$ cat src/rtl/output_pulse_conditioner.sv
// output_pulse_conditioner: stretches single-cycle strobes into registered pulses with minimum high width and low gap.
// Define OUTPUT_PULSE_PENDING_EN to queue events that arrive while busy instead of dropping them.
module output_pulse_conditioner #(
  parameter int HIGH_CYCLES = 6,
  parameter int GAP_CYCLES  = 6,
  parameter int CNT_WIDTH   = 8,
  parameter int PEND_WIDTH  = 4
) (
  input  logic clk,
  input  logic rst,
  input  logic trig,
  output logic op,
  output logic busy,
  output logic dropped
);
  typedef enum logic [1:0] {IDLE, HIGH, GAP} state_t;
  localparam logic [CNT_WIDTH-1:0] H_LD = CNT_WIDTH'(HIGH_CYCLES - 1);
  localparam logic [CNT_WIDTH-1:0] G_LD = CNT_WIDTH'(GAP_CYCLES - 1);
  if (HIGH_CYCLES < 1 || HIGH_CYCLES >= 2**CNT_WIDTH || GAP_CYCLES < 1 ||
      GAP_CYCLES >= 2**CNT_WIDTH || PEND_WIDTH < 1) begin : g_bad_params
    $error("output_pulse_conditioner: illegal parameter combination");
  end
  state_t state_q, state_d;
  logic [CNT_WIDTH-1:0] cnt_q, cnt_d;
  logic op_q, op_d, busy_q, busy_d, dropped_q, dropped_d;
  logic cnt_zero, last_gap, busy_ev, work;
  assign cnt_zero = cnt_q == '0;
  assign last_gap = state_q == GAP && cnt_zero;
  // a trig on the final gap cycle starts the next pulse, so it is never a busy event
  assign busy_ev  = trig && (state_q == HIGH || (state_q == GAP && !cnt_zero));
`ifdef OUTPUT_PULSE_PENDING_EN
  logic [PEND_WIDTH-1:0] pend_q, pend_d;
  logic pend_full;
  assign pend_full = &pend_q;
  always_comb begin
    pend_d = pend_q;
    if (busy_ev && !pend_full) pend_d = pend_q + 1'b1;
    else if (last_gap && !trig && pend_q != '0) pend_d = pend_q - 1'b1;
  end
  assign work      = trig || pend_q != '0;
  assign dropped_d = busy_ev && pend_full;
  always_ff @(posedge clk or negedge rst)
    if (!rst) pend_q <= '0;
    else pend_q <= pend_d;
`else
  assign work      = trig;
  assign dropped_d = busy_ev;
`endif
  always_comb begin
    state_d = state_q;
    cnt_d   = cnt_q;
    op_d    = op_q;
    case (state_q)
      IDLE: if (trig) begin
        state_d = HIGH;
        cnt_d   = H_LD;
        op_d    = 1'b1;
      end
      HIGH: if (!cnt_zero) cnt_d = cnt_q - 1'b1;
      else begin
        state_d = GAP;
        cnt_d   = G_LD;
        op_d    = 1'b0;
      end
      GAP: if (!cnt_zero) cnt_d = cnt_q - 1'b1;
      else if (work) begin
        state_d = HIGH;
        cnt_d   = H_LD;
        op_d    = 1'b1;
      end else state_d = IDLE;
      default: begin
        state_d = IDLE;
        cnt_d   = '0;
        op_d    = 1'b0;
      end
    endcase
    busy_d = state_d != IDLE;
  end
  always_ff @(posedge clk or negedge rst)
    if (!rst) begin
      state_q   <= IDLE;
      cnt_q     <= '0;
      op_q      <= 1'b0;
      busy_q    <= 1'b0;
      dropped_q <= 1'b0;
    end else begin
      state_q   <= state_d;
      cnt_q     <= cnt_d;
      op_q      <= op_d;
      busy_q    <= busy_d;
      dropped_q <= dropped_d;
    end
  assign op      = op_q;
  assign busy    = busy_q;
  assign dropped = dropped_q;
endmodule

$ cat config.mk
export PLATFORM = sky130hd
export DESIGN_NAME = output_pulse_conditioner
export DESIGN_NICKNAME = d
export VERILOG_FILES = /design/src/rtl/output_pulse_conditioner.sv
export SDC_FILE = /design/constraint.sdc
export NUM_CORES = 1
export LEC_CHECK = 0
export CORE_ASPECT_RATIO = 1.2
export CORE_UTILIZATION = 35
export DETAILED_ROUTE_END_ITERATION = 6
export SETUP_SLACK_MARGIN = 0.1
export SYNTH_ARGS = -nofsm -noshare
export SYNTH_HDL_FRONTEND = slang
export SYNTH_SLANG_ARGS = --single-unit
export TNS_END_PERCENT = 20
$ cat constraint.sdc
create_clock -name clk -period 2.59 [get_ports clk]
set_clock_uncertainty 0.1 [all_clocks]
set_input_delay 0.518 -clock clk [delete_from_list [all_inputs] [get_ports clk]]
set_output_delay 0.518 -clock clk [all_outputs]
set_load 0.005 [all_outputs]
==> results of run 1 <==
[worst max-delay path, delay by kind of cell, from the launching register on]
family / cells / cell delay (ps)
AO/OA/AOI/OAI: 2 / 290
adder cells (fa/ha/maj): 1 / 220
buffers and inverters: 1 / 80
flip-flops: 1 / 450
AND/OR/NAND/NOR: 2 / 740
[cell usage after synthesis]
| library cell | instances | area share (%) |
|---|---|---|
| dfrtp_1 | 13 | 47 |
| o21ai_0 | 10 | 7.2 |
| a21oi_1 | 7 | 5.0 |
| nor2_1 | 7 | 3.8 |
| inv_1 | 4 | 2.2 |
| nand2_1 | 3 | 1.6 |
| nor3_1 | 3 | 2.2 |
| clkbuf_1 | 2 | 1.1 |
| nand2b_1 | 2 | 1.8 |
| nor4_1 | 2 | 1.8 |
| o211a_1 | 2 | 2.9 |
| o31ai_1 | 2 | 2.2 |
| a211oi_1 | 1 | 1.1 |
| a21boi_0 | 1 | 1.1 |
| a21oi_2 | 1 | 1.3 |
| a31o_1 | 1 | 1.3 |
| a31oi_1 | 1 | 0.90 |
| ha_1 | 1 | 1.8 |
| nand3_1 | 1 | 0.72 |
| nand3b_1 | 1 | 1.1 |
| nor3b_1 | 1 | 1.1 |
| o41ai_1 | 1 | 1.3 |
| o41ai_2 | 1 | 2.3 |
| or2_4 | 1 | 1.3 |
| or3_1 | 1 | 0.90 |
| or3b_4 | 1 | 1.6 |
| or4_4 | 1 | 1.6 |
| xnor2_1 | 1 | 1.3 |
| xor2_1 | 1 | 1.3 |
[per-layer routing]
layer  vias to the layer above  share of wire [%]  track usage [%]  wire, µm
li1                        289                  -                -         -
met1                       293                 48            23.08       680
met2                        15                 45            22.22       646
met3                         5                4.4            2.473        63
met4                         0                2.8            7.813        40
met5                         -                  0                0         0
[stage by stage]
stage	utilization (%)	power (mW)	setup slack (ps)	std cells	hold slack, ps
2_1_floorplan	-	0.7257	781.6	74	122.4
3_3_place_gp	41.24	0.8588	475.8	96	434.5
3_5_place_dp	41.24	0.8602	532.6	96	438.0
4_1_cts	42.66	0.9910	627.9	100	457.3
5_1_grt	42.66	1.083	432.5	100	498.2
6_report	42.66	0.9926	605.5	100	452.5
[where the power goes]
part	switching [mW]	internal (mW)	total, mW	leakage, nW
combinational	0.228	0.230	0.458	0.153
clock	0.0716	0.0599	0.132	0.0150
sequential	0.115	0.288	0.403	0.159
[worst max-delay path by stage]
| stage | depth (start not counted) | from | end | slack [ps] |
|---|---|---|---|---|
| 6_report | 6 | cnt_q[0]$_DFF_PN0_ | cnt_q[1]$_DFF_PN0_ | 610 |
| 5_1_grt | 6 | cnt_q[0]$_DFF_PN0_ | op$_DFFE_PN0P_ | 430 |
| 4_1_cts | 6 | cnt_q[0]$_DFF_PN0_ | cnt_q[1]$_DFF_PN0_ | 630 |
| 3_5_place_dp | 4 | trig | cnt_q[3]$_DFF_PN0_ | 530 |
| 3_3_place_gp | 4 | trig | cnt_q[5]$_DFF_PN0_ | 480 |
| 2_1_floorplan | 6 | cnt_q[0]$_DFF_PN0_ | cnt_q[0]$_DFF_PN0_ | 780 |
[layout make-up]
| cell class | count | area share (%) |
|---|---|---|
| inverter | 4 | 1.902 |
| clock buffer | 4 | 3.328 |
| tap | 19 | 3.011 |
| timing repair buffer | 5 | 6.339 |
| sequential | 13 | 41.20 |
| multi-input combinational | 55 | 44.22 |
[flip-flops by register name, summed over array words and instances (netlist names)]
signal,count
busy,1
op,1
state_q,2
cnt_q,8
dropped,1
[kinds of logic after synthesis]
| group | synth area share (%) |
|---|---|
| compound gates | 26.39 |
| xor+xnor | 2.514 |
| fa+ha+maj | 1.795 |
| buf+inv | 3.231 |
| flops | 46.68 |
| simple gates | 19.39 |
==> summary.md, run 1 <==
| Metric | Value |
|---|---|
| DRC viols | 0 |
| Die area | 0.002174 mm² |
| Setup TNS | 0 ps |
| Post-placement cell area | between 700 and 800 µm² |
| Die Y | 50.88 µm |
| RSZ-0062 raised after global routing | false |
| Pin count of the biggest net entering global routing | 14 |
| Final-layout fill cell count | 173 |
| Via density | between 6 and 7 |
| Headroom to the max-slew limit | 60.71% |
| Routed Antenna Nets | 0 |
| Hold path depth | 2 |
| Commonest non-fill, non-tap cell in the layout | dfrtp_1 |
| Fin crit share | 76.62% |
| CP startpoint kind | flop |
| Clock root buffer | clkbuf_4 |
| Boundary pin count | 6 |
| Drt pass-1 iters | 4 |
| Unique cell type count in the Yosys netlist | 29 |
| Clk sink count | 13 |
| Worst-case hold path end point | cnt_q[6]$_DFF_PN0_ |
| Crit path required time | about 2700 ps |
| Initial antenna violation count | 0 |
| CP peak stage delay | 450 ps |
| Post-route cell area | just under 800 µm² |
| Type of the worst setup path | flop to flop |
| TritonCTS clock tree | yes |
| Most frequent cells in the layout | 13 x dfrtp_1, 10 x o21ai_0, 7 x nor2_1, 7 x a21oi_1, 5 x clkdlybuf4s50_1 |
| IO buf count | 5 |
| Initial core utilization | around 38% |
| Max cap viols | 0 |
| Placer Congestion | between 0.8 and 0.9 |
| CP Cell Sequence | inv_1 -> ha_1 -> or3b_4 -> nor2_1 -> a211oi_1 -> a31o_1 |
| Syn Nets | about 80 |
| Layout Area Growth over Synthesis | 13.29% |
| Mapped Area | ~700 µm² |
| Register area | about 330 µm² |
| PwrDens | between 1000 and 1500 mW/mm² |
| Period minus WS final | 1985 ps |
| Final Hold Vio Count | 0 |
| Setup crit end kind | flop |
| CTS Buf Count | 3 |
| Clk buf depth | 2 |
| Reg2Reg Capture Point | cnt_q[1]$_DFF_PN0_ |
| Highest Clock Rate | around 500 MHz |
| Status | finished clean |
| Setup-failing EPs final | 0 |
| Core ar. | about 0.0019 mm² |
| CP max stage cell | dfrtp_1 |
| GRT overflow | 0 |
| # rows | 17 |
| Post-CTS sizing | 0 |
| Pins Over Slew Limit | 0 |
| Footprint of the multi-input gates | around 350 µm² |
| Peak supply drop | approximately 520 µV |
| Vias in the first global route | 558 |
| Die W | between 40 and 50 µm |
| Worst r2r src | cnt_q[0]$_DFF_PN0_ |
| Critical Path Fanout Max | 6 |
| Number of H-tree levels | 1 |
| Hold/Removal Path Class | flop to flop |
| Ys Warns | 0 |
| Post-CTS setup buffers | 0 |
| Share of cells above drive strength 1 | just under 10% |
| Reg2reg setup slack | between 600 and 700 ps |
| Synthesized flop and latch total | 13 |
| WL final | 1430 µm |
| Global-route wire length before repair | between 2000 and 3000 µm |
| Diode count | 0 |
| Least-Margin Pin Slew | between 500 and 600 ps |
| Routed vias | between 600 and 700 |
| Critical path data arrival time | 2060 ps |
| Hold path startpoint | cnt_q[6]$_DFF_PN0_ |
| Cts hold-fix bufs | 0 |
| Detailed placement HPWL | around 1000 µm |
| Total track usage | roughly 16% |
| Post-synthesis sequential area ratio | 46.68% |
| Final #Nets | 86 |
| Clock latency at the later pin of the worst-skew pair | between 200 and 300 ps |
| P_leak | between 0.3 and 0.4 nW |
| Clk slew on worst S/H paths | around 80 ps |
| Avg Cell Area, Syn | around 9.4 µm² |
| R2R cell count | 6 |
| Initial DRC Count | 26 |
| Mapped Cells | 74 |
| Average wire per cell in the routed design | ~14 µm |
No activity file was read; power rests on OpenSTA's default activity.
==> inputs of run 2 (changes only) <==
Clock period 2.59 ns to 1.8 ns, I/O delays scaled along.
==> summary.md, run 2 (synthesis results as in run 1) <==
| Metric | Value |
|---|---|
| Tot Pwr | 1.686 mW (+70%) |
| Buf/Inv on CP | 1 (unchanged) |
| # rows | 17 (unchanged) |
| Clk sink count | 13 (unchanged) |
| Combinational share of power | 59.2% (+13 points) |
| Initial DRC Count | 19 (-27%) |
| Core ar. | 0.001851 mm² (unchanged) |
| Detailed placement HPWL | 1089 µm (+5.7%) |
| Routed Antenna Nets | 0 (unchanged) |
| Final Hold Vio Count | 0 (unchanged) |
| Final-layout fill cell count | 177 (+2.3%) |
| Post-layout util | 51.72% (+9.1 points) |
| CP peak stage delay | 410 ps (-40 ps) |
| Most flops, register | cnt_q |
| Top Usage Layer GRT | met2 |
| TritonCTS clock tree | yes |
| Max cap viols | 0 (unchanged) |
| IO buf count | 5 (unchanged) |
| DRC viols | 0 (unchanged) |
| Least-Margin Pin Slew | 305.3 ps (-279.9 ps) |
| Most frequent cells in the layout | 17 x buf_4, 13 x dfrtp_1, 9 x o21ai_0 |
| Critical Path Fanout Max | 5 (-1) |
| Pin count of the biggest net entering global routing | 14 (unchanged) |
| Type of the worst setup path | flop to flop |
| GRT overflow | 0 (unchanged) |
| Diode count | 0 (unchanged) |
| Reg2Reg Capture Point | cnt_q[0]$_DFF_PN0_ |
| Initial core utilization | 37.66% (unchanged) |
| Pre-CTS setup slack | 31.40 ps (-501.2 ps) |
| Period minus WS final | 1757 ps (-227.7 ps) |
| Clk slew on worst S/H paths | 80 ps (about the same) |
| Sequential power share | 30.1% (-11 points) |
| CP max stage cell | or3b_4 |
| Critical path data arrival time | 1820 ps (-240 ps) |
| Die area | 0.002174 mm² (unchanged) |
| Setup ws final | 43.16 ps (-562.3 ps) |
| Layout Area Growth over Synthesis | 37.34% |
| Fin crit share | 97.60% (+21 points) |
| Placer Congestion | 0.8067 (-6.3%) |
| Clock latency at the later pin of the worst-skew pair | 270 ps (about the same) |
| WL final | 1572 µm (+9.9%) |
| Setup crit end kind | flop |
| Met2 GRT Util | 25.25% (+3.0 points) |
| Commonest non-fill, non-tap cell in the layout | buf_4 |
| CTS Buf Count | 3 (unchanged) |
| Total track usage | 15.50% (-0.22 points) |
| R2R cell count | 6 (unchanged) |
| Cts hold-fix bufs | 0 (unchanged) |
| Worst r2r src | cnt_q[0]$_DFF_PN0_ |
| Status | finished clean |
| Fin cells | 117 (+17%) |
| PwrDens | 1762 mW/mm² (+40%) |
| Via density | 5.658 (-6.0%) |
| Peak supply drop | 822.8 µV (+59%) |
| Die W | 42.74 µm (unchanged) |
| Average wire per cell in the routed design | 13.44 µm (-6.0%) |
| Highest Clock Rate | 569.2 MHz (+13%) |
| CP Cell Sequence | inv_1 -> ha_2 -> or3b_4 -> or2_4 -> o41ai_2 -> nor2_1 |
| Reg2reg setup slack | 40 ps (-560 ps) |
| Placed Cells | 109 (+14%) |
| Clk buf depth | 2 (unchanged) |
| Worst path top cell family by delay | simple AND/OR/NAND/NOR gates |
| Drt pass-1 iters | 4 (unchanged) |
| Initial antenna violation count | 0 (unchanged) |
| Headroom to the max-slew limit | 79.48% (+19 points) |
| Largest regs | cnt_q: 8 flops, state_q: 2 flops |
| Hold/Removal Path Class | input pin to async pin |
| Setup-failing EPs final | 0 (unchanged) |
| Global-route wire length before repair | 2511 µm (-2.7%) |
| P_leak | 0.4222 nW (+29%) |
| Switching power | 668.2 µW (+61%) |
| Final #Nets | 103 (+20%) |
| Clock root buffer | clkbuf_4 |
| Crit path required time | 1860 ps (-810 ps) |
| Pins Over Slew Limit | 0 (unchanged) |
| Max FFs per register | 8 (unchanged) |
| Number of H-tree levels | 1 (unchanged) |
| Met1 Usage GRT | 19.23% (-3.8 points) |
| Boundary pin count | 6 (unchanged) |
| Clock Power Share | 10.7% (-2.5 points) |
| Routed vias | 662 (+10%) |
| CP startpoint kind | flop |
| Met3 Resource Use GR | 2.120% (-0.35 points) |
| Share of cells above drive strength 1 | 33.67% (+24 points) |
| Switch share | 39.63% (-2.1 points) |
| Vias in the first global route | 585 (+4.8%) |
| RSZ-0062 raised after global routing | true |
| Die Y | 50.88 µm (unchanged) |
| Cell internal pwr | 1.018 mW (+76%) |
-- run 2: how the worst max path moves through the flow --
| stage | slack (ps) | cells after the start | start | endpoint |
|---|---|---|---|---|
| 2_1_floorplan | 20 | 6 | cnt_q[0]$_DFF_PN0_ | cnt_q[0]$_DFF_PN0_ |
| 3_3_place_gp | 50 | 6 | cnt_q[0]$_DFF_PN0_ | cnt_q[0]$_DFF_PN0_ |
| 3_5_place_dp | 30 | 6 | cnt_q[0]$_DFF_PN0_ | state_q[1]$_DFF_PN0_ |
| 4_1_cts | 40 | 6 | cnt_q[0]$_DFF_PN0_ | cnt_q[0]$_DFF_PN0_ |
| 5_1_grt | -50 | 6 | cnt_q[0]$_DFF_PN0_ | cnt_q[0]$_DFF_PN0_ |
| 6_report | 40 | 6 | cnt_q[0]$_DFF_PN0_ | cnt_q[0]$_DFF_PN0_ |
-- run 2: power groups by stage --
| stage | sequential (mW) | combinational [mW] | clock, mW |
|---|---|---|---|
| floorplan | 0.519 | 0.529 | 0 |
| global placement | 0.507 | 0.872 | 0 |
| detailed placement | 0.508 | 0.867 | 0 |
| CTS | 0.502 | 0.908 | 0.184 |
| global route | 0.526 | 1.08 | 0.202 |
| finish | 0.508 | 0.999 | 0.180 |
-- run 2: final cells by class --
class | instances | area (µm²) | share of cell area (%)
Multi-Input combinational cell | 55 | 389.1 | 40.65
Sequential cell | 13 | 325.3 | 33.99
Timing Repair Buffer | 22 | 177.7 | 18.56
Clock buffer | 4 | 26.28 | 2.745
Tap cell | 19 | 23.77 | 2.484
Inverter | 4 | 15.01 | 1.569
-- run 2: per-stage QoR --
| stage | hold WS, ps | cell area, µm² | setup TNS, ps |
|---|---|---|---|
| 2_1_floorplan | -35.59 | 699.4 | 0 |
| 3_3_place_gp | 437.1 | 863.3 | 0 |
| 3_5_place_dp | 451.6 | 863.3 | 0 |
| 4_1_cts | 291.4 | 907.1 | 0 |
| 5_1_grt | 301.4 | 957.2 | -148.1 |
| 6_report | 286.6 | 957.2 | 0 |
-- run 2: what timing repair did --
action | in CTS | in global routing
buffers inserted | 2 | 2
pin swaps | 2 | 2
resized for setup | 1 | 8
endpoints found under the hold margin | 0 | 0
endpoints found under the setup margin | 10 | 12
-- run 2: routing by layer --
metal | part of all wire (%) | vias to the layer above
met2 | 49 | 20
met3 | 4.5 | 4
met5 | 0 | -
met1 | 45 | 311
met4 | 1.6 | 0
li1 | - | 327
